`config.mk`:
```
export PLATFORM = sky130hd
export DESIGN_NAME = mrdy_gen
export DESIGN_NICKNAME = d
export VERILOG_FILES = /design/src/rtl/mrdy_pkg.sv /design/src/rtl/mrdy_region_decode.sv /design/src/rtl/mrdy_gen.sv
export SDC_FILE = /design/constraint.sdc
export NUM_CORES = 1
export LEC_CHECK = 0
export ABC_AREA = 1
export CORE_AREA = 2 2 67 69
export DETAILED_ROUTE_END_ITERATION = 7
export DIE_AREA = 0 0 69 71
export PLACE_DENSITY = 0.9
export SKIP_CTS_REPAIR_TIMING = 1
export SLEW_MARGIN = 20
export SYNTH_ARGS = -nofsm -noshare
export SYNTH_HDL_FRONTEND = slang
export SYNTH_SLANG_ARGS = --single-unit
export TNS_END_PERCENT = 10
```
`constraint.sdc`:
```
create_clock -name CLKX4 -period 2.6 [get_ports CLKX4]
set_clock_uncertainty 0.2 [all_clocks]
set_input_delay 0.52 -clock CLKX4 [delete_from_list [all_inputs] [get_ports CLKX4]]
set_output_delay 0.52 -clock CLKX4 [all_outputs]
set_load 0.03 [all_outputs]
```
`src/rtl/mrdy_pkg.sv`:
```
// ---------------------------------------------------------------------------
// mrdy_pkg -- shared definitions for the MRDY wait-state generator.
//
// Contents:
//   region_e        : decoded address region (ZERO / ROM / EXT)
//   state_e         : wait-state FSM encoding
//   region bounds   : EXT = FC00-FDFF, ROM = C000-FBFF and FFF0-FFFF
//   register addrs  : WSCFG at FF92, STATUS at FF93
//   WSCFG_RST       : WSCFG reset value (EXT = 2 waits, ROM = 0 waits)
//   TIMEOUT_LIMIT   : EXTWAIT edges before the cycle is forcibly released
//   in_range()      : inclusive address range helper
//
// Optional feature macro used by the consumers of this package:
//   MRDY_EXTRDY_EN  : enables EXTRDY-driven EXTWAIT state and TIMEOUT flag
// ---------------------------------------------------------------------------
package mrdy_pkg;

    typedef enum logic [1:0] {
        REGION_ZERO = 2'd0,
        REGION_ROM  = 2'd1,
        REGION_EXT  = 2'd2
    } region_e;

    typedef enum logic [1:0] {
        ST_IDLE    = 2'd0,
        ST_COUNT   = 2'd1,
        ST_EXTWAIT = 2'd2,
        ST_DONE    = 2'd3
    } state_e;

    localparam logic [15:0] EXT_LO     = 16'hFC00;
    localparam logic [15:0] EXT_HI     = 16'hFDFF;
    localparam logic [15:0] ROM_LO     = 16'hC000;
    localparam logic [15:0] ROM_HI     = 16'hFBFF;
    localparam logic [15:0] ROM_VEC_LO = 16'hFFF0;
    localparam logic [15:0] ROM_VEC_HI = 16'hFFFF;

    localparam logic [15:0] ADDR_WSCFG  = 16'hFF92;
    localparam logic [15:0] ADDR_STATUS = 16'hFF93;

    localparam logic [7:0]  WSCFG_RST = 8'h20;

    localparam int unsigned TIMEOUT_LIMIT = 64;
    // Last value of the 6-bit EXTWAIT counter before the timeout fires.
    localparam logic [5:0]  TIMEOUT_LAST  = 6'(TIMEOUT_LIMIT - 1);

    function automatic logic in_range(input logic [15:0] addr,
                                      input logic [15:0] lo,
                                      input logic [15:0] hi);
        return (addr >= lo) && (addr <= hi);
    endfunction

endpackage

```
`src/rtl/mrdy_region_decode.sv`:
```
// ---------------------------------------------------------------------------
// mrdy_region_decode -- purely combinational CPU address region decoder.
//
// Ports:
//   i_addr   [15:0] : CPU address
//   o_region        : REGION_EXT, REGION_ROM or REGION_ZERO
// ---------------------------------------------------------------------------
module mrdy_region_decode
    import mrdy_pkg::*;
(
    input  logic [15:0] i_addr,
    output region_e     o_region
);

    // Address to region; EXT is checked first because it sits inside C000-FFFF.
    always_comb begin
        o_region = REGION_ZERO;
        if (in_range(i_addr, EXT_LO, EXT_HI)) begin
            o_region = REGION_EXT;
        end else if (in_range(i_addr, ROM_LO, ROM_HI) ||
                     in_range(i_addr, ROM_VEC_LO, ROM_VEC_HI)) begin
            o_region = REGION_ROM;
        end else begin
            o_region = REGION_ZERO;
        end
    end

endmodule

```
`src/rtl/mrdy_gen.sv`:
```
// ---------------------------------------------------------------------------
// mrdy_gen -- wait-state (MRDY) generator for a 6809-style bus.
//
// MRDY is pulled low at the start of an E-high phase for the number of CLKX4
// periods programmed in WSCFG for the addressed region, which makes the bus
// clock generator stretch E high by exactly that many periods.
//
// Ports:
//   CLKX4        in  : single clock, 4x the E rate
//   nRESET       in  : asynchronous active-low reset
//   E, Q         in  : CPU bus clocks (Q is unused by the logic)
//   ADDR [15:0]  in  : CPU address
//   DATA [7:0]   in  : CPU write data
//   RnW          in  : CPU read/not-write
//   BA           in  : bus available (CPU released the bus)
//   EXTRDY       in  : external device ready
//   MRDY         out : memory ready, registered; low stretches E
//   DOUT [7:0]   out : register read data, registered
//   DOE          out : DOUT valid = E & RnW & ADDR in {FF92, FF93}
//
// Registers: FF92 WSCFG [7:4] EXT waits, [3:0] ROM waits (reset 0x20)
//            FF93 STATUS bit0 sticky TIMEOUT, write of any value clears
//
// Build option MRDY_EXTRDY_EN: EXT cycles wait for EXTRDY after the
// programmed count, with a 64-edge timeout that sets TIMEOUT. Without it
// EXTRDY is ignored and TIMEOUT reads 0.
// ---------------------------------------------------------------------------
module mrdy_gen
    import mrdy_pkg::*;
(
    input  logic        CLKX4,
    input  logic        nRESET,
    input  logic        E,
    input  logic        Q,
    input  logic [15:0] ADDR,
    input  logic [7:0]  DATA,
    input  logic        RnW,
    input  logic        BA,
    input  logic        EXTRDY,
    output logic        MRDY,
    output logic [7:0]  DOUT,
    output logic        DOE
);

    state_e      r_state;
    state_e      w_state_nxt;
    logic [3:0]  r_cnt;
    logic [3:0]  w_cnt_nxt;
    logic        r_mrdy;
    logic        w_mrdy_nxt;
    logic        r_is_ext;
    logic        w_is_ext_nxt;
    logic        r_e_prev;
    logic [15:0] r_cap_addr;
    logic        r_cap_rnw;
    logic [7:0]  r_cap_data;
    logic [7:0]  r_wscfg;
    logic [7:0]  r_dout;
    logic [7:0]  w_rd_data;
    logic        w_timeout;
    logic        w_to_set;
    region_e     w_region;
    logic [3:0]  w_wait_n;
    logic        w_start;
    logic        w_commit;
    logic        w_wr_wscfg;
    logic        w_wr_status;

    mrdy_region_decode u_decode (
        .i_addr   (ADDR),
        .o_region (w_region)
    );

    // Cycle start is the first edge that sees E high; commit is the first that sees it low.
    assign w_start     = E & ~r_e_prev;
    assign w_commit    = ~E & r_e_prev;
    assign w_wr_wscfg  = w_commit & ~r_cap_rnw & (r_cap_addr == ADDR_WSCFG);
    assign w_wr_status = w_commit & ~r_cap_rnw & (r_cap_addr == ADDR_STATUS);
    assign w_wait_n    = (w_region == REGION_EXT) ? r_wscfg[7:4] : r_wscfg[3:0];

    assign MRDY = r_mrdy;
    assign DOUT = r_dout;
    assign DOE  = E & RnW & ((ADDR == ADDR_WSCFG) || (ADDR == ADDR_STATUS));

`ifdef MRDY_EXTRDY_EN
    logic [5:0] r_tocnt;
    logic [5:0] w_tocnt_nxt;
    logic       r_timeout;
    logic       w_unused;

    assign w_timeout = r_timeout;
    assign w_unused  = Q;
`else
    logic w_unused;

    assign w_timeout = 1'b0;
    assign w_unused  = Q ^ EXTRDY;
`endif

    // Next-state, counter and MRDY decisions for the wait-state FSM.
    always_comb begin
        w_state_nxt  = r_state;
        w_cnt_nxt    = r_cnt;
        w_mrdy_nxt   = r_mrdy;
        w_is_ext_nxt = r_is_ext;
        w_to_set     = 1'b0;
`ifdef MRDY_EXTRDY_EN
        w_tocnt_nxt  = r_tocnt;
`endif
        case (r_state)
            ST_IDLE: begin
                if (w_start) begin
                    w_is_ext_nxt = (w_region == REGION_EXT);
                    if (!BA && (w_region != REGION_ZERO) && (w_wait_n != 4'd0)) begin
                        w_mrdy_nxt  = 1'b0;
                        w_cnt_nxt   = w_wait_n;
                        w_state_nxt = ST_COUNT;
                    end else begin
                        w_mrdy_nxt  = 1'b1;
                        w_state_nxt = ST_DONE;
                    end
                end else begin
                    w_mrdy_nxt = 1'b1;
                end
            end
            ST_COUNT: begin
                // Release on the edge that consumes the last count, i.e. N edges after start.
                if (r_cnt <= 4'd1) begin
                    w_cnt_nxt = 4'd0;
`ifdef MRDY_EXTRDY_EN
                    if (r_is_ext && !EXTRDY) begin
                        w_tocnt_nxt = 6'd0;
                        w_state_nxt = ST_EXTWAIT;
                    end else begin
                        w_mrdy_nxt  = 1'b1;
                        w_state_nxt = ST_DONE;
                    end
`else
                    w_mrdy_nxt  = 1'b1;
                    w_state_nxt = ST_DONE;
`endif
                end else begin
                    w_cnt_nxt = r_cnt - 4'd1;
                end
            end
`ifdef MRDY_EXTRDY_EN
            ST_EXTWAIT: begin
                if (EXTRDY) begin
                    w_mrdy_nxt  = 1'b1;
                    w_state_nxt = ST_DONE;
                end else if (r_tocnt == TIMEOUT_LAST) begin
                    w_mrdy_nxt  = 1'b1;
                    w_to_set    = 1'b1;
                    w_state_nxt = ST_DONE;
                end else begin
                    w_tocnt_nxt = r_tocnt + 6'd1;
                end
            end
`endif
            ST_DONE: begin
                w_mrdy_nxt = 1'b1;
                if (!E) begin
                    w_state_nxt = ST_IDLE;
                end else begin
                    w_state_nxt = ST_DONE;
                end
            end
            default: begin
                w_mrdy_nxt  = 1'b1;
                w_cnt_nxt   = 4'd0;
                w_state_nxt = ST_IDLE;
            end
        endcase
    end

    // FSM state, wait counter and registered MRDY.
    always_ff @(posedge CLKX4 or negedge nRESET) begin
        if (!nRESET) begin
            r_state  <= ST_IDLE;
            r_cnt    <= 4'd0;
            r_mrdy   <= 1'b1;
            r_is_ext <= 1'b0;
        end else begin
            r_state  <= w_state_nxt;
            r_cnt    <= w_cnt_nxt;
            r_mrdy   <= w_mrdy_nxt;
            r_is_ext <= w_is_ext_nxt;
        end
    end

`ifdef MRDY_EXTRDY_EN
    // EXTWAIT timeout counter and sticky TIMEOUT flag; a timeout beats a clear.
    always_ff @(posedge CLKX4 or negedge nRESET) begin
        if (!nRESET) begin
            r_tocnt   <= 6'd0;
            r_timeout <= 1'b0;
        end else begin
            r_tocnt <= w_tocnt_nxt;
            if (w_to_set) begin
                r_timeout <= 1'b1;
            end else if (w_wr_status) begin
                r_timeout <= 1'b0;
            end
        end
    end
`endif

    // E history plus capture of the bus transfer while E is high.
    // e_prev resets high so a reset released mid E-high cannot fake a cycle start.
    always_ff @(posedge CLKX4 or negedge nRESET) begin
        if (!nRESET) begin
            r_e_prev   <= 1'b1;
            r_cap_addr <= 16'h0000;
            r_cap_rnw  <= 1'b1;
            r_cap_data <= 8'h00;
        end else begin
            r_e_prev <= E;
            if (E) begin
                r_cap_addr <= ADDR;
                r_cap_rnw  <= RnW;
                r_cap_data <= DATA;
            end
        end
    end

    // WSCFG write, committed at the end of the bus cycle so a running count is unaffected.
    always_ff @(posedge CLKX4 or negedge nRESET) begin
        if (!nRESET) begin
            r_wscfg <= WSCFG_RST;
        end else if (w_wr_wscfg) begin
            r_wscfg <= r_cap_data;
        end
    end

    // Read data mux for the two registers.
    always_comb begin
        w_rd_data = 8'h00;
        if (ADDR == ADDR_WSCFG) begin
            w_rd_data = r_wscfg;
        end else if (ADDR == ADDR_STATUS) begin
            w_rd_data = {7'b0000000, w_timeout};
        end else begin
            w_rd_data = 8'h00;
        end
    end

    // Registered read data; zero while in reset.
    always_ff @(posedge CLKX4 or negedge nRESET) begin
        if (!nRESET) begin
            r_dout <= 8'h00;
        end else begin
            r_dout <= w_rd_data;
        end
    end

endmodule

```
==> impl_metrics.csv <==
group,metric,value,unit
outcome,status,"finished with violations",
outcome,violations,"hold timing",
die,io_pins,41,
layout,num_antenna_cells,0,
synthesis,synth-simple-area-share,23.4,%
setup_path,endpoint_kind,"output port",
route,vias,1767,
timing,setup_tns,0,ns
layout,final_cells,348,
placement,dpl_cell_area,0.00266,mm²
layout,seqCellArea,0.00123,mm²
synthesis,syn-mean-instance-area,8.85,µm²
layout,layout-drive-gt1-share,15.2,%
synthesis,synth-compound-area-share,10.7,%
route,firstDrtPassIters,4,
power_and_ir_drop,intPower,1.20,mW
setup_path,crit_type,"primary input to output port",
layout,fin_area,0.00277,mm²
cts,clock_sink_count,49,
cts,clock_path_buffers,2,
die,die_w,69,µm
run,drv_cap,0,
setup_path,worst_r2r_startpoint,"r_cap_addr[9]$_DFFE_PN0P_",
grt,grt_usage,18.8,%
die,fp-row-count,24,
cts,clock_latency,0.30,ns
layout,multi_input_comb_area,831,µm²
synthesis,synth_top_family_by_area,"simple AND/OR/NAND/NOR gates",
setup_path,arrival,1.81,ns
timing,tightestPinTransition,0.686,ns
synthesis,yosys.area_share.xor_xnor,0.780,%
setup_path,cp-startpoint,"ADDR[7]",
power_and_ir_drop,finalPower,1.74,mW
placement,gp_congestion,0.792,
route,antenna_left,0,
layout,syn_to_final_growth,23.2,%
power_and_ir_drop,pwr-share-seq,51.7,%
placement,hpwl,3150,µm
route,route.detailed.drc,0,
cts,root_buffer,"clkbuf_8",
min_path,worstHoldPathType,"primary input to asynchronous set/reset pin",
power_and_ir_drop,leakagePower,1.27,nW
timing,finalHoldViolations,20,
power_and_ir_drop,vdd_drop_max,418,µV
synthesis,synth-adder-area-share,1.11,%
timing,drv_slew,0,
placement,place_ws,-0.00505,ns
timing,slew_headroom,54.3,%
setup_path,critical_path_required,1.88,ns
route,wl_per_cell,12.1,µm
power_and_ir_drop,p_switching,0.537,mW
layout,nNetsFinal,328,
grt,grt_pass1_vias,1715,
setup_path,crit_fanout,2,
grt,antenna_found_initial,0,
grt,grt_pass1_wl,7290,µm
layout,fill_cells,344,
synthesis,yosysSeqAreaShare,54.8,%
synthesis,synthesis.nets,287,
cts,cts_tree,"yes",
placement,io_buffers,38,
power_and_ir_drop,p_clk_share,24.3,%
die,fp.dieH,71,µm
timing,setup_violations,0,
cts,path_clk_slew,0.08,ns
setup_path,startpoint_type,"primary input",
die,core,0.00420,mm²
power_and_ir_drop,switching_share,31.0,%
die,dieArea,0.00490,mm²
power_and_ir_drop,pwr-share-comb,24.1,%
synthesis,synth_area,0.00225,mm²
timing,hold_ws,-0.0115,ns
timing,setup_slack,0.0741,ns
synthesis,ys_ff_latch,49,
cts,h-tree-depth,2,
route,drt-initial-drc-count,95,
grt,grt_overflow_total,0,
layout,final_util,65.8,%
route,vias_per_cell,5.08,
timing,max_freq,0.396,GHz
grt,grt_max_degree,50,
setup_path,cp_slowest_cell,"clkdlybuf4s50_1",
synthesis,ys_types,26,
power_and_ir_drop,powerDensity,627,mW/mm²
timing,period_minus_slack,2.53,ns
synthesis,syn_inst,254,
placement,placed_cells,340,
setup_path,worstPathCellList,"clkdlybuf4s50_1, nand2_1, nor4_4, nand4_1, nor2_1, buf_4",
setup_path,cpPeakStageDelay,0.49,ns
synthesis,ys.warnings.count,0,
synthesis,synthMuxAreaShare,0,%
die,initial_core_util,53.5,%
cts,cts_buffers,5,
route,routed_wl,4190,µm
timing,fin_crit_sh,97.1,%
synthesized netlist by cell type, drive strengths merged:
| cell | count | share of area [%] |
|---|---|---|
| inv | 38 | 6.3 |
| or2 | 2 | 0.56 |
| nand3 | 11 | 2.4 |
| dfrtp | 45 | 50 |
| nor4 | 4 | 1.7 |
| nand2 | 73 | 13 |
| dfstp | 4 | 4.7 |
| xnor2 | 2 | 0.78 |
| o21ai | 36 | 9.4 |
| nand4 | 2 | 0.56 |
| ha | 2 | 1.1 |
| o22ai | 1 | 0.28 |
| buf | 4 | 2.2 |
| nor3 | 3 | 0.67 |
| clkbuf | 4 | 0.67 |
| a21oi | 4 | 1.1 |
| nor2 | 19 | 4.3 |
cell usage in the layout, fill, tap and decap left out, drive strengths merged:
master          n
buf             6
ha              2
clkinv          2
nand4           2
nor2           19
o21ai          36
a21oi           4
dfstp           4
clkbuf          6
nor3            3
clkdlybuf4s50  36
o22ai           1
xnor2           2
nor4            4
nand2          73
inv            38
or2             2
nand3          11
dfrtp          45
registers in the layout, summed over array words and instances (netlist names):
name / cells
DOUT: 8
MRDY: 1
r_cap_addr: 16
r_cap_data: 8
r_cap_rnw: 1
r_cnt: 4
r_e_prev: 1
r_state: 2
r_wscfg: 8
kinds of logic (layout without fill, tap and decap cells):
| kind of cell | Yosys count | in the layout |
|---|---|---|
| and+or+nand+nor | 114 | 114 |
| DFF | 49 | 49 |
| buffers and inverters | 46 | 88 |
| AOI/OAI and AO/OA | 41 | 41 |
| adders and majority gates | 2 | 2 |
| xor gates and xnor gates | 2 | 2 |
power by group through the flow:
| stage | logic (mW) | clock network, mW | registers [mW] |
|---|---|---|---|
| after floorplan | 0.286 | 0 | 0.898 |
| after CTS | 0.420 | 0.428 | 0.896 |
| final | 0.418 | 0.421 | 0.896 |
| after global routing | 0.470 | 0.465 | 0.906 |
| after detailed placement | 0.420 | 0 | 0.909 |
| after global placement | 0.391 | 0 | 0.905 |
cell type report:
type | instances | share of cell area, %
flip-flops and latches | 49 | 44.5
clock buffers | 6 | 2.62
inverters | 38 | 5.15
well taps | 52 | 2.35
repair buffers | 42 | 15.0
multi-input cells | 159 | 30.0
clock inverters | 2 | 0.362
final timing paths:
check | endpoint | slack (ns) | cells after the start
min reg2reg | r_cap_addr[2]$_DFFE_PN0P_ | 0.29 | 2
min in group CLKX4 | r_cap_addr[2]$_DFFE_PN0P_ | 0.29 | 2
max reg2reg | r_wscfg[7]$_DFFE_PN0P_ | 0.67 | 6
min | r_cap_addr[7]$_DFFE_PN0P_ | -0.01 | 2
max | DOE | 0.07 | 6
max in group asynchronous | r_wscfg[5]$_DFFE_PN1P_ | 1.94 | 2
metal layers:
metal	share of wire, %	GRT usage (%)	vias to the layer above
met4	2.6	10.2	0
li1	-	-	878
met5	0	0	-
met2	52	32.3	62
met1	41	22.1	815
met3	5.1	4.13	12
critical path: cells and delay by family:
kind	cells	cell delay (ns)
buffers and inverters	2	0.66
AND/OR/NAND/NOR	4	0.63
Note: power is estimated with default switching activity, not from simulation.
